### src/rtl/sigmul_pkg.sv
// Shared types and constants for the sequential significand multiplier.
package sigmul_pkg;

    localparam int NSIG_DEFAULT = 10;

    typedef enum logic [1:0] {
        IDLE = 2'd0,
        MUL  = 2'd1,
        DONE = 2'd2
    } state_t;

    // Step counter must hold 0..NSIG.
    function automatic int cnt_width(input int nsig);
        return $clog2(nsig + 1);
    endfunction

endpackage

### src/rtl/sigmul_seq_if.sv
// Operand/product handshake bundle between the unpack front end and the multiplier.
interface sigmul_seq_if
    import sigmul_pkg::*;
#(
    parameter int NSIG = NSIG_DEFAULT
);
    logic              in_valid;
    logic              in_ready;
    logic [NSIG:0]     a;
    logic [NSIG:0]     b;
    logic              out_valid;
    logic              out_ready;
    logic [2*NSIG+1:0] p;
    logic              busy;

    modport master (
        output in_valid, a, b, out_ready,
        input  in_ready, out_valid, p, busy
    );

    modport slave (
        input  in_valid, a, b, out_ready,
        output in_ready, out_valid, p, busy
    );
endinterface

### src/rtl/sigmul_step.sv
// One shift-add step: upper half of the partial product plus a conditional multiplicand.
module sigmul_step
    import sigmul_pkg::*;
#(
    parameter int NSIG = NSIG_DEFAULT
) (
    input  logic [NSIG:0]   upper,
    input  logic [NSIG:0]   multiplicand,
    input  logic            p_lsb,
    output logic [NSIG+1:0] sum
);
    logic [NSIG:0] addend_s;

    // Ripple-carry chain, same bit ordering as the array multiplier rows.
    always_comb begin
        logic carry_v;
        sum      = {(NSIG+2){1'b0}};
        addend_s = p_lsb ? multiplicand : {(NSIG+1){1'b0}};
        carry_v  = 1'b0;
        for (int i = 0; i <= NSIG; i++) begin
            sum[i]  = upper[i] ^ addend_s[i] ^ carry_v;
            carry_v = (upper[i] & addend_s[i]) | (carry_v & (upper[i] ^ addend_s[i]));
        end
        sum[NSIG+1] = carry_v;
    end

endmodule

### src/rtl/sigmul_seq.sv
// Sequential significand multiplier: NSIG+1 shift-add steps over one shared adder.
module sigmul_seq
    import sigmul_pkg::*;
#(
    parameter int NSIG = NSIG_DEFAULT
) (
    input logic        clk,
    input logic        rst,
    sigmul_seq_if.slave bus
);
    localparam int OW = NSIG + 1;
    localparam int PW = 2 * NSIG + 2;
    localparam int CW = cnt_width(NSIG);
    localparam logic [CW-1:0] CNT_LAST = CW'(NSIG);
    localparam logic [CW-1:0] CNT_ONE  = {{(CW-1){1'b0}}, 1'b1};

    state_t          state_r;
    logic [OW-1:0]   a_r;
    logic [PW-1:0]   prod_r;
    logic [CW-1:0]   cnt_r;
    logic            in_ready_r;
    logic            out_valid_r;
    logic            busy_r;
    logic [NSIG+1:0] sum_s;

    sigmul_step #(.NSIG(NSIG)) u_step (
        .upper        (prod_r[PW-1:OW]),
        .multiplicand (a_r),
        .p_lsb        (prod_r[0]),
        .sum          (sum_s)
    );

    // Controller FSM; handshake flags are registered alongside the state.
    always_ff @(posedge clk) begin
        if (rst) begin
            state_r     <= IDLE;
            a_r         <= {OW{1'b0}};
            prod_r      <= {PW{1'b0}};
            cnt_r       <= {CW{1'b0}};
            in_ready_r  <= 1'b1;
            out_valid_r <= 1'b0;
            busy_r      <= 1'b0;
        end else begin
            case (state_r)
                IDLE: begin
                    if (bus.in_valid) begin
                        a_r        <= bus.a;
                        prod_r     <= {{OW{1'b0}}, bus.b};
                        cnt_r      <= {CW{1'b0}};
                        state_r    <= MUL;
                        in_ready_r <= 1'b0;
                        busy_r     <= 1'b1;
                    end else begin
                        in_ready_r <= 1'b1;
                    end
                end
                MUL: begin
                    // Multiplier bits retire from the bottom as the sum enters the top.
                    prod_r <= {sum_s, prod_r[NSIG:1]};
                    cnt_r  <= cnt_r + CNT_ONE;
                    if (cnt_r == CNT_LAST) begin
                        state_r     <= DONE;
                        out_valid_r <= 1'b1;
                    end else begin
                        state_r <= MUL;
                    end
                end
                DONE: begin
                    if (bus.out_ready) begin
                        state_r     <= IDLE;
                        out_valid_r <= 1'b0;
                        in_ready_r  <= 1'b1;
                        busy_r      <= 1'b0;
                    end else begin
                        state_r <= DONE;
                    end
                end
                default: begin
                    state_r     <= IDLE;
                    in_ready_r  <= 1'b1;
                    out_valid_r <= 1'b0;
                    busy_r      <= 1'b0;
                end
            endcase
        end
    end

    assign bus.in_ready  = in_ready_r;
    assign bus.out_valid = out_valid_r;
    assign bus.busy      = busy_r;
    assign bus.p         = prod_r;

endmodule

### src/flat_wrapper.sv
// flat-port wrapper written by rule: the top's interface ports become plain ports
module sigmul_seq_flat import sigmul_pkg::*;
#(
    parameter int NSIG = NSIG_DEFAULT
)
  (clk, rst, bus_in_valid, bus_a, bus_b, bus_out_ready, bus_in_ready, bus_out_valid, bus_p, bus_busy);
  sigmul_seq_if #(.NSIG(NSIG)) bus_i ();
  input logic clk;
  input logic rst;
  input wire logic [$bits(bus_i.in_valid)-1:0] bus_in_valid;
  input wire logic [$bits(bus_i.a)-1:0] bus_a;
  input wire logic [$bits(bus_i.b)-1:0] bus_b;
  input wire logic [$bits(bus_i.out_ready)-1:0] bus_out_ready;
  output wire logic [$bits(bus_i.in_ready)-1:0] bus_in_ready;
  output wire logic [$bits(bus_i.out_valid)-1:0] bus_out_valid;
  output wire logic [$bits(bus_i.p)-1:0] bus_p;
  output wire logic [$bits(bus_i.busy)-1:0] bus_busy;
  assign bus_i.in_valid = bus_in_valid;
  assign bus_i.a = bus_a;
  assign bus_i.b = bus_b;
  assign bus_i.out_ready = bus_out_ready;
  assign bus_in_ready = bus_i.in_ready;
  assign bus_out_valid = bus_i.out_valid;
  assign bus_p = bus_i.p;
  assign bus_busy = bus_i.busy;
  sigmul_seq #(.NSIG(NSIG)) u_core (.clk(clk), .rst(rst), .bus(bus_i));
endmodule
### config.mk
export PLATFORM = sky130hd
export DESIGN_NAME = sigmul_seq_flat
export DESIGN_NICKNAME = d
export VERILOG_FILES = /design/src/rtl/sigmul_pkg.sv /design/src/rtl/sigmul_seq_if.sv /design/src/rtl/sigmul_step.sv /design/src/rtl/sigmul_seq.sv /design/src/flat_wrapper.sv
export SDC_FILE = /design/constraint.sdc
export NUM_CORES = 1
export LEC_CHECK = 0
export ABC_AREA = 0
export CAP_MARGIN = 5
export CORE_MARGIN = 8
export CORE_UTILIZATION = 30
export DETAILED_ROUTE_END_ITERATION = 7
export GPL_TIMING_DRIVEN = 0
export PLACE_DENSITY_LB_ADDON = 0.3
export SLEW_MARGIN = 10
export SYNTH_ARGS = -nofsm -noshare
export SYNTH_HDL_FRONTEND = slang
export SYNTH_SLANG_ARGS = --single-unit
export TNS_END_PERCENT = 1
### constraint.sdc
create_clock -name clk -period 7.8 [get_ports clk]
set_input_delay 1.17 -clock clk [delete_from_list [all_inputs] [get_ports clk]]
set_output_delay 1.17 -clock clk [all_outputs]
set_load 0.005 [all_outputs]
==> impl_metrics.csv <==
group,metric,value,unit
timing,maxSlewViolCount,0,
clock_network,cts-root-buf,"clkbuf_8",
cells_and_area,final_common_cell,"nand2_1",
detailed_routing,ant_nets,0,
floorplanning,design.core.area,6386,sq um
power_and_ir_drop,ir_worst_vdd,0.1223,mV
job,cap_violations,0,
cells_and_area,area_growth,36.62,%
clock_network,cts_setup_buffers,0,
floorplanning,die-area,9503,sq um
power_and_ir_drop,powerDensity,188.9,nW/um^2
yosys,yosys.area_share.simple,24.18,%
timing,setup_viol,0,
timing,clock-skew-final,0.003464,ns
placement,port_buffers,49,
critical_path,crit_path_start_kind,"flip-flop",
clock_network,cts_tree,"built",
global_route,grt_antenna_before_repair,0,
critical_path,criticalPathCategory,"flip-flop to flip-flop",
global_route,grt_pass1_wl,8576,um
cells_and_area,layout_common_cells,"nand2_1, clkdlybuf4s50_1, dfxtp_1, a21oi_1, nor2_1",
detailed_routing,wl_per_cell,14.12,um
cells_and_area,drive_gt1_share,7.119,%
critical_path,arrival,5.58,ns
placement,gp_congestion,0.7612,
clock_network,clkLatencyLatePin,0.30,ns
yosys,syn_area_per_cell,8.369,sq um
yosys,yosysTopAreaCellShare,42.21,%
timing,timing.hold.ws,0.4570,ns
placement,pre_cts_slack,2.441,ns
global_route,grt_pass1_vias,1724,
clock_network,htreeDepth,2,
critical_path,cp_max_fo,10,
placement,place_hpwl,3792,um
critical_path,cp-end-kind,"flip-flop",
min_path,hold_path.class,"flip-flop to flip-flop",
yosys,synth_area_leader_cell,"dfxtp_1",
yosys,synth-seq-cells,42,
yosys,syn_area,1992,sq um
detailed_routing,drc,0,
floorplanning,rows,29,
yosys,synthTopCellsByArea,"dfxtp_1, nand2_1, fa_1",
clock_network,cts_resized,0,
yosys,synth_cell_types,29,
yosys,synth_mux_area_share,0.5653,%
global_route,grt-busiest-layer,"met2",
timing,period_minus_slack,5.356,ns
yosys,synth_top_family_by_area,"simple AND/OR/NAND/NOR gates",
yosys,synth_xor_area_share,0.4397,%
power_and_ir_drop,power.leakage,0.0009388,uW
yosys,ys_warn_count,0,
yosys,yosysSeqAreaShare,42.21,%
clock_network,cts_buffers,5,
detailed_routing,wirelength,5253,um
timing,max_slew.worst_pin.slew,0.5474,ns
critical_path,r2r_cells,18,
critical_path,critPathRequiredTime,8.03,ns
global_route,grt-ovfl-total,0,
timing,hold_viol,0,
timing,rsz0062_at_grt,"false",
timing,fin_ws,2.444,ns
floorplanning,die_h,97.49,um
clock_network,clock-sinks,42,
timing,relSlewSlack,63.51,%
global_route,grt_max_degree,14,
yosys,synth_fa_ha_area_share,11.93,%
clock_network,max-clock-path-buffers,2,
floorplanning,floorplan.initialDensity,31.19,%
clock_network,hold_buffers,0,
clock_network,path_clk_slew,0.08,ns
timing,final.setup.tns,0,ns
cells_and_area,antenna_cells,0,
min_path,holdPathStages,2,
timing,fin_crit_sh,68.67,%
global_route,use_met2,17.23,%
global_route,gr-usage-met1,13.66,%
timing,fmax,186.7,MHz
global_route,track_usage,11.17,%
global_route,grtUsageMet3,3.770,%
run_status,status,"finished, final reports clean",
detailed_routing,vias,1786,
yosys,synthCells,238,
detailed_routing,drt_first_pass_iters,4,
cells_and_area,fin_nets,333,
floorplanning,io_pins,51,
yosys,synth-compound-area-share,13.94,%
floorplanning,die_x,97.49,um
yosys,synthesis.nets,277,
detailed_routing,viasPerCell,4.801,
detailed_routing,drt_iter0_drc,84,
-- per-stage QoR --
stage | std cells | util (%) | total power (uW) | cell area, sq um
after detailed placement | 364 | 40.38 | 306.9 | 2579
after CTS | 372 | 42.61 | 521.3 | 2721
after global placement | 364 | 40.38 | 306.0 | 2579
after floorplan | 238 | - | 269.5 | 1992
final | 372 | 42.61 | 514.0 | 2721
after global routing | 372 | 42.61 | 540.6 | 2721
-- state kept, by name (all words and copies together), names as in the netlist --
name,count
u_core.a_r,11
u_core.bus.busy,1
u_core.bus.in_ready,1
u_core.bus.out_valid,1
u_core.bus.p,22
u_core.cnt_r,4
u_core.state_r,2
-- cell usage after synthesis --
cell type	number
o21ai_0	1
buf_4	2
nor2_1	14
nand3_1	13
nor3b_2	1
and2b_1	1
buf_1	1
and3b_1	1
dfxtp_1	42
mux2_2	1
o21ba_2	1
fa_1	10
clkbuf_1	7
and2_1	2
nand3b_1	1
nor2b_1	1
a311oi_1	11
ha_1	3
nor3_1	1
or3b_1	1
o211ai_1	1
nand2b_1	13
a221o_1	1
buf_2	8
o41ai_1	1
a21oi_1	28
inv_1	13
xor2_1	1
nand2_1	57
-- logic make-up (layout without fill, tap and decap cells) --
logic type | Yosys count | in the layout
simple gates | 106 | 106
compound gates | 44 | 44
flops | 42 | 42
buf+inv | 31 | 88
fa+ha+maj | 13 | 13
xor+xnor | 1 | 1
mux | 1 | 1
-- power breakdown --
part | total (uW) | internal (uW) | switching [uW] | leakage, uW
Combinational | 68.5 | 35.0 | 33.5 | 0.000524
Sequential | 233 | 225 | 7.78 | 0.000344
Clock | 213 | 137 | 76.5 | 0.0000714
Total | 514 | 396 | 118 | 0.000939
-- cell type report --
class	instances	area, sq um
fill	649	3665
multi-input combinational	165	1017
clock buffer	6	82.58
buffer	18	85.08
timing repair buffer	49	490.5
inverter	13	48.80
tap	77	96.34
clock inverter	2	60.06
sequential	42	840.8
-- critical path, stage by stage, from the launching register on --
cell and delay, ns:
dfxtp_1 0.42, clkbuf_1 0.43, and2_1 0.20, ha_1 0.13, inv_1 0.04, fa_1 0.37, fa_1 0.39, fa_1 0.38
fa_1 0.40, fa_1 0.39, fa_1 0.39, fa_1 0.39, fa_1 0.37, inv_1 0.08, fa_1 0.15, inv_1 0.05
fa_1 0.42, nand2b_1 0.15, a21oi_1 0.12
-- per-layer routing --
layer  share of wire [%]  vias up
met4                 1.2        0
met1                  45      838
met3                 5.7        4
met2                  49       46
li1                    -      898
met5                   0        -
-- final timing paths --
check,startpoint,endpoint,slack (ns)
worst min-delay path,u_core.a_r[9],u_core.a_r[9],0.46
worst max-delay path,u_core.bus.p[0],u_core.bus.p[20],2.44
worst min register to register,u_core.a_r[9],u_core.a_r[9],0.46
worst max register to register,u_core.bus.p[0],u_core.bus.p[20],2.44
(Power assumes the default switching activity.)
